$ cat src/rtl/memory_chip_master.sv
// memory_chip_master: valid/ready request front-end that sequences an active-low memory-chip port.
// Optional power-up zero sweep of the chip is enabled by defining MEMORY_CHIP_MASTER_CLEAR_EN.
module memory_chip_master #(
    parameter int nCells    = 8,
    parameter int WORD_SIZE = 8,
    parameter int RD_LAT    = 1
) (
    input  logic                      clk,
    input  logic                      rst,
    input  logic                      req_valid,
    output logic                      req_ready,
    input  logic                      req_we,
    input  logic [$clog2(nCells)-1:0] req_addr,
    input  logic [WORD_SIZE-1:0]      req_wdata,
    output logic                      rsp_valid,
    output logic [WORD_SIZE-1:0]      rsp_rdata,
    output logic                      busy,
    output logic                      mem_CS_bar,
    output logic                      mem_WE_bar,
    output logic [$clog2(nCells)-1:0] mem_Address,
    output logic [WORD_SIZE-1:0]      mem_DataIn,
    input  logic [WORD_SIZE-1:0]      mem_DataOut
);

    localparam int AW = $clog2(nCells);
    localparam int LW = (RD_LAT > 1) ? $clog2(RD_LAT) : 1;
    localparam logic [AW:0]   CELLS    = (AW+1)'(nCells);
    localparam logic [LW-1:0] LAT_LAST = LW'(RD_LAT - 1);
    localparam logic [LW-1:0] LAT_ONE  = LW'(1);

    typedef enum logic [1:0] {
        IDLE  = 2'd0,
        WRITE = 2'd1,
        READ  = 2'd2
`ifdef MEMORY_CHIP_MASTER_CLEAR_EN
        , CLEAR = 2'd3
`endif
    } state_t;

`ifdef MEMORY_CHIP_MASTER_CLEAR_EN
    localparam state_t RESET_STATE = CLEAR;
    localparam int CW = $clog2(nCells + 1);
    localparam logic [CW-1:0] CLR_END = CW'(nCells);
    localparam logic [CW-1:0] CLR_ONE = CW'(1);
    logic [CW-1:0] clr_cnt, clr_cnt_nxt;
`else
    localparam state_t RESET_STATE = IDLE;
`endif

    state_t                state, state_nxt;
    logic [LW-1:0]         lat_cnt, lat_cnt_nxt;
    logic                  oor, oor_nxt;
    logic                  addr_oor;
    logic                  cs_nxt, we_nxt, rdy_nxt, busy_nxt, rv_nxt;
    logic [AW-1:0]         addr_nxt;
    logic [WORD_SIZE-1:0]  din_nxt, rd_nxt;

    // Addresses past the last cell only exist when nCells is not a power of two.
    assign addr_oor = ({1'b0, req_addr} >= CELLS);

    always_ff @(posedge clk) begin
        if (rst) begin
            state       <= RESET_STATE;
            lat_cnt     <= '0;
            oor         <= 1'b0;
            mem_CS_bar  <= 1'b1;
            mem_WE_bar  <= 1'b1;
            mem_Address <= '0;
            mem_DataIn  <= '0;
            rsp_valid   <= 1'b0;
            rsp_rdata   <= '0;
            req_ready   <= 1'b0;
            busy        <= 1'b0;
`ifdef MEMORY_CHIP_MASTER_CLEAR_EN
            clr_cnt     <= '0;
`endif
        end else begin
            state       <= state_nxt;
            lat_cnt     <= lat_cnt_nxt;
            oor         <= oor_nxt;
            mem_CS_bar  <= cs_nxt;
            mem_WE_bar  <= we_nxt;
            mem_Address <= addr_nxt;
            mem_DataIn  <= din_nxt;
            rsp_valid   <= rv_nxt;
            rsp_rdata   <= rd_nxt;
            req_ready   <= rdy_nxt;
            busy        <= busy_nxt;
`ifdef MEMORY_CHIP_MASTER_CLEAR_EN
            clr_cnt     <= clr_cnt_nxt;
`endif
        end
    end

    // Outputs are computed for the state being entered, so every port comes straight from a flop.
    always_comb begin
        state_nxt   = state;
        lat_cnt_nxt = lat_cnt;
        oor_nxt     = oor;
        cs_nxt      = mem_CS_bar;
        we_nxt      = mem_WE_bar;
        addr_nxt    = mem_Address;
        din_nxt     = mem_DataIn;
        rv_nxt      = 1'b0;
        rd_nxt      = rsp_rdata;
        rdy_nxt     = req_ready;
        busy_nxt    = busy;
`ifdef MEMORY_CHIP_MASTER_CLEAR_EN
        clr_cnt_nxt = clr_cnt;
`endif
        case (state)
            IDLE: begin
                rdy_nxt  = 1'b1;
                busy_nxt = 1'b0;
                cs_nxt   = 1'b1;
                we_nxt   = 1'b1;
                if (req_valid && req_ready) begin
                    addr_nxt = req_addr;
                    din_nxt  = req_wdata;
                    oor_nxt  = addr_oor;
                    rdy_nxt  = 1'b0;
                    busy_nxt = 1'b1;
                    if (req_we) begin
                        state_nxt = WRITE;
                        cs_nxt    = addr_oor;
                        we_nxt    = addr_oor;
                    end else begin
                        state_nxt   = READ;
                        lat_cnt_nxt = LAT_LAST;
                        cs_nxt      = addr_oor;
                        we_nxt      = 1'b1;
                    end
                end
            end
            WRITE: begin
                state_nxt = IDLE;
                cs_nxt    = 1'b1;
                we_nxt    = 1'b1;
                rdy_nxt   = 1'b1;
                busy_nxt  = 1'b0;
            end
            READ: begin
                if (lat_cnt == '0) begin
                    state_nxt = IDLE;
                    cs_nxt    = 1'b1;
                    we_nxt    = 1'b1;
                    rv_nxt    = 1'b1;
                    rd_nxt    = oor ? '0 : mem_DataOut;
                    rdy_nxt   = 1'b1;
                    busy_nxt  = 1'b0;
                end else begin
                    lat_cnt_nxt = lat_cnt - LAT_ONE;
                end
            end
`ifdef MEMORY_CHIP_MASTER_CLEAR_EN
            CLEAR: begin
                if (clr_cnt == CLR_END) begin
                    state_nxt = IDLE;
                    cs_nxt    = 1'b1;
                    we_nxt    = 1'b1;
                    rdy_nxt   = 1'b1;
                    busy_nxt  = 1'b0;
                end else begin
                    cs_nxt      = 1'b0;
                    we_nxt      = 1'b0;
                    addr_nxt    = clr_cnt[AW-1:0];
                    din_nxt     = '0;
                    rdy_nxt     = 1'b0;
                    busy_nxt    = 1'b1;
                    clr_cnt_nxt = clr_cnt + CLR_ONE;
                end
            end
`endif
            default: begin
                state_nxt = IDLE;
                cs_nxt    = 1'b1;
                we_nxt    = 1'b1;
            end
        endcase
    end

endmodule

$ cat config.mk
export PLATFORM = sky130hd
export DESIGN_NAME = memory_chip_master
export DESIGN_NICKNAME = d
export VERILOG_FILES = /design/src/rtl/memory_chip_master.sv
export SDC_FILE = /design/constraint.sdc
export NUM_CORES = 1
export LEC_CHECK = 0
export ABC_AREA = 1
export BUFFER_PORTS_ARGS = -buffer_cell sky130_fd_sc_hd__buf_2
export CORE_MARGIN = 2
export CORE_UTILIZATION = 48
export CTS_CLUSTER_DIAMETER = 100
export DETAILED_ROUTE_END_ITERATION = 10
export PLACE_DENSITY = 0.78
export SETUP_SLACK_MARGIN = 0.4
export SLEW_MARGIN = 5
export SYNTH_ARGS = -nofsm -noshare
export SYNTH_HDL_FRONTEND = slang
export SYNTH_SLANG_ARGS = --single-unit
$ cat constraint.sdc
create_clock -name clk -period 2.48 [get_ports clk]
set_input_delay 0.248 -clock clk [delete_from_list [all_inputs] [get_ports clk]]
set_output_delay 0.248 -clock clk [all_outputs]
set_load 0.01 [all_outputs]
## Word level (Yosys, flattened, before mapping)

Cells that the tools add are included.

- Flip-flop bits (word level): 27
- Input bits: 23
- Output and inout bits: 24
- Word-level logic and storage cells: 47

- Add/sub/neg operators: 1
- Equal/unequal tests: 5
- Multiplexer cells: 19
- Bitwise logic cells: 2
- Reductions and logical operators: 10

Operator list:

| kind | number |
|---|---|
| 2-to-1 mux 1 bit | 10 |
| AND reduction 2 bit | 4 |
| 2-to-1 mux 2 bit | 3 |
| inequality test 2 bit (second input constant) | 3 |
| one-hot mux 1 bit (2 select lines) | 3 |
| one-hot mux 1 bit (3 select lines) | 2 |
| one-hot mux 2 bit (2 select lines) | 1 |
| AND reduction 3 bit | 1 |
| nonzero test 3 bit | 1 |
| equality test 2 x 1 -> 1 bit (second input constant) | 1 |
| equality test 2 bit (second input constant) | 1 |
| logical NOT 2 bit | 1 |
| NOT 1 bit | 2 |
| nonzero test 2 bit | 1 |
| OR reduction 2 bit | 1 |
| logical AND 1 bit | 1 |
| subtractor 1 bit (second input constant) | 1 |

## Logic depth before layout (Yosys ltp)

- Word-level depth: 3
- Mapped depth: 7
- Mapped depth without buffers: 6

## Worst setup path before layout

Ideal clock, no wire load.

- Path kind: flip-flop to flip-flop
- Start: reg state[0]
- End: reg mem_Address[0]
- Setup time: 0.113 ns
- Arrival time: 1.025 ns
- Required time: 2.367 ns
- Setup slack: 1.343 ns
- Cell stages (with the launch flop): 7
- Path buffers: 1
- Clock period less this slack: 1.137 ns
- Cell sequence: dfxtp_1 inv_1 ha_1 nand3_2 buf_2 nor2_1 nor2_1

- Word-level cells in the longest chain between the ends: 2

Ends and longest elaborated chain:

| what | RTL line | RTL |
|---|---|---|
| start, declared | 50 | `state_t state, state_nxt;` |
| start signal, assigned | 78 | `state <= state_nxt;` |
| logical NOT 2 bit | 111 | `case (state)` |
| AND reduction 2 bit (no source line) | n/a |  |
| end signal, assigned | 83 | `mem_Address <= addr_nxt;` |
| end, declared | 20 | `output logic [$clog2(nCells)-1:0] mem_Address,` |

Every way passes these cells.
A chain may end at the register's enable or synchronous reset.

## Worst setup path after layout

- Start: reg state[0]
- End: reg mem_Address[2]

The elaborated chain is that of the path after synthesis.

==> metrics.md <==
| Metric | Value |
|---|---|
| Outcome | `completed` |
| CTS root buf | `clkbuf_4` |
| Routability Congestion | `roughly 0.75` |
| Commonest cells post-synth | `nor2_1, nand2_1, dfxtp_1` |
| DRC | `0` |
| Area grow syn2layout | `26.4%` |
| Synth Area in Simple Gates | `29.8%` |
| FP Rows | `16` |
| Max clock buf depth | `2` |
| Hold_sp | `rst` |
| Slew headroom | `between 50% and 60%` |
| NumNets Final | `218` |
| Ys flop type | `dfxtp_1` |
| GRT met3 Usage | `2.68%` |
| Fmax | `around 700 MHz` |
| CTS Hold Bufs | `0` |
| Flops & latches, synth | `26` |
| Worst Hold Class | `input pin to flip-flop` |
| Vias in the first global route | `895` |
| Post-CTS setup buffer count | `0` |
| R2R depth | `6` |
| Antenna Nets Post-Route | `0` |
| Most crowded layer after global routing | `met2` |
| Met2 Track Usage GR | `30.9%` |
| Placeable Area | `0.00200 sq mm` |
| Post-synthesis compound-gate area fraction | `5.31%` |
| TritonCTS clock tree | `built` |
| CTS Buf Count | `3` |
| Horiz. Die Dim | `~50 microns` |
| Reg2reg setup slack | `1.04 ns` |
| Final Hold Viols | `0` |
| Initial antenna violation count | `0` |
| Setup crit end | `mem_Address[2]$_SDFFE_PP0P_` |
| CP Class | `flip-flop to flip-flop` |
| M1 GR Usage | `21.9%` |
| Die height | `50.5 microns` |
| Routed wire per std cell | `9.35 microns` |
| Synth unique cells | `13` |
| CTS resizes | `0` |
| Power per cell area | `1040 mW/mm^2` |
| Initial Utilization | `~52%` |
| Ports | `47` |
| Overall routed net length | `2.03 mm` |
| Final setup viols | `0` |
| Post-layout min period | `1.44 ns` |
| Largest net degree at the start of global routing | `25` |
| Clock slew at reported path FFs | `0.13 ns` |
| GR Overflow Total | `0` |
| FF-to-FF Start | `state[0]$_SDFFE_PP0P_` |
| First-pass GRT wire length | `3.52 mm` |
| Clock Skews | `0.00652 ns` |
| Share of cells above drive strength 1 | `26.8%` |
| Final Cycle Share | `58.2%` |
| Slew @ Worst Pin | `0.642 ns` |
| Synth async-reset ratio | `0%` |
| Synth Net Count | `171` |
| Most common cell in the synthesized netlist | `nor2_1` |
| PortBufs | `46` |
| Syn Std Cell Area | `0.00104 sq mm` |
| Final worst setup slack | `1.04 ns` |
| RR Endpoint | `mem_Address[2]$_SDFFE_PP0P_` |
| Max_cap viols | `0` |
| Post-Synth Adder-Cell Area | `4.83%` |
| Vias/cell | `approximately 4.4` |
| Post-synthesis mux area share | `0%` |
| Post-DP HPWL | `1.52 mm` |
| Die Area | `~0.0025 sq mm` |
| Slew Viols, Final | `0` |
| Fillers | `180` |
| Share of Yosys cell area claimed by the top area cell type | `50.2%` |
| # diodes | `0` |
| DR pass1 iterations | `4` |
| Clock latency on the worst-skew pair | `0.32 ns` |
| Xor and xnor area share after synthesis | `0%` |
| Post-synth top area cell | `dfxtp_1` |
| Largest family of logic cells by synthesized area | `simple AND/OR/NAND/NOR gates` |
| CP Capture Type | `flip-flop` |
| Worst Setup SP | `state[0]$_SDFFE_PP0P_` |
| Sequential fraction of the synthesis area | `50.2%` |
| Avg Cell Area, Syn | `about 7 sq um` |
| GRT Total Usage | `17.9%` |
| VDD IR max | `627 uV` |
| Via total after detailed routing | `959` |
| RSZ-0062 raised after global routing | `false` |
| DRT iter0 DRCs | `13` |
| CP Launch Type | `flip-flop` |
| Post-Synthesis Cells | `between 100 and 150` |
| Crit path DAT | `roughly 1.7 ns` |
| Warnings, synthesis | `0` |
| Static leakage | `roughly 0.00076 uW` |
| Pre-CTS setup slack | `1.07 ns` |
| Critical path peak fanout | `22` |
| Total clock sinks | `26` |
| Ranking of synthesized cells by area | `dfxtp_1, nor2_1, nand2_1, inv_1, ha_1` |
| Required @ worst endpoint | `2.74 ns` |
| Post-Route Setup TNS | `0 ns` |
| H-Tree Depth | `1` |
| Post-synth EDFFs | `0` |
==> registers in the layout (all words and copies together), names as in the netlist <==
register	count
mem_DataIn	8
rsp_rdata	8
mem_Address	3
state	2
busy	1
mem_CS_bar	1
mem_WE_bar	1
req_ready	1
rsp_valid	1
==> area by class of cell <==
| type | instances | area [sq um] | share of cell area (%) |
|---|---|---|---|
| Sequential cell | 26 | 520 | 39.7 |
| Multi-Input combinational cell | 94 | 414 | 31.6 |
| Timing Repair Buffer | 46 | 230 | 17.6 |
| Inverter | 20 | 75.1 | 5.73 |
| Clock buffer | 4 | 36.3 | 2.77 |
| Tap cell | 27 | 33.8 | 2.58 |
==> how the worst min path moves through the flow <==
stage	cells past startpoint	slack [ns]	endpoint
2_1_floorplan	1	0.32	busy$_SDFFE_PP0P_
3_3_place_gp	2	0.44	busy$_SDFFE_PP0P_
3_5_place_dp	2	0.44	busy$_SDFFE_PP0P_
4_1_cts	2	0.09	busy$_SDFFE_PP0P_
5_1_grt	2	0.08	busy$_SDFFE_PP0P_
6_report	2	0.09	busy$_SDFFE_PP0P_
==> cell families after synthesis <==
group / Yosys count
AND/OR/NAND/NOR: 79
flip-flops: 26
buffers and inverters: 24
AO/OA/AOI/OAI: 11
adder cells (fa/ha/maj): 4
==> metrics by stage <==
step	cell area (sq um)	hold WS, ns	util, %	power, uW	cells
6_report	1310	0.0935	65.4	1360	217
5_1_grt	1310	0.0782	65.4	1500	217
4_1_cts	1310	0.0859	65.4	1380	217
3_5_place_dp	1270	0.441	63.6	1170	213
3_3_place_gp	1270	0.440	63.6	1140	213
2_1_floorplan	1040	0.317	-	987	144
==> worst max-delay path: stages (launching register included) <==
cell and delay (ns):
dfxtp_1 0.35, inv_1 0.12, ha_1 0.24, nand3_2 0.34
nand2_1 0.16, nand2_1 0.06, nor2_1 0.10
==> report_power, final <==
group          leakage [uW]  internal [uW]  switching (uW)  total [uW]
sequential         0.000213            541            61.4         603
combinational      0.000529            212             342         554
clock             0.0000210           89.7             117         206
==> cells in the final DEF (no fill, tap or decap), drive strengths merged <==
cell and count:
a21oi 2, buf 46, clkbuf 4, clkinv 1, dfxtp 26, ha 4
inv 19, nand2 32, nand3 4, nand4 1, nor2 42, o21ai 9
==> layer usage <==
layer  part of all wire (%)  up-vias
met5                      0        -
met4                    2.0        0
met3                    6.5        5
met2                     44       36
met1                     47      398
li1                       -      520
(Power assumes the default switching activity.)
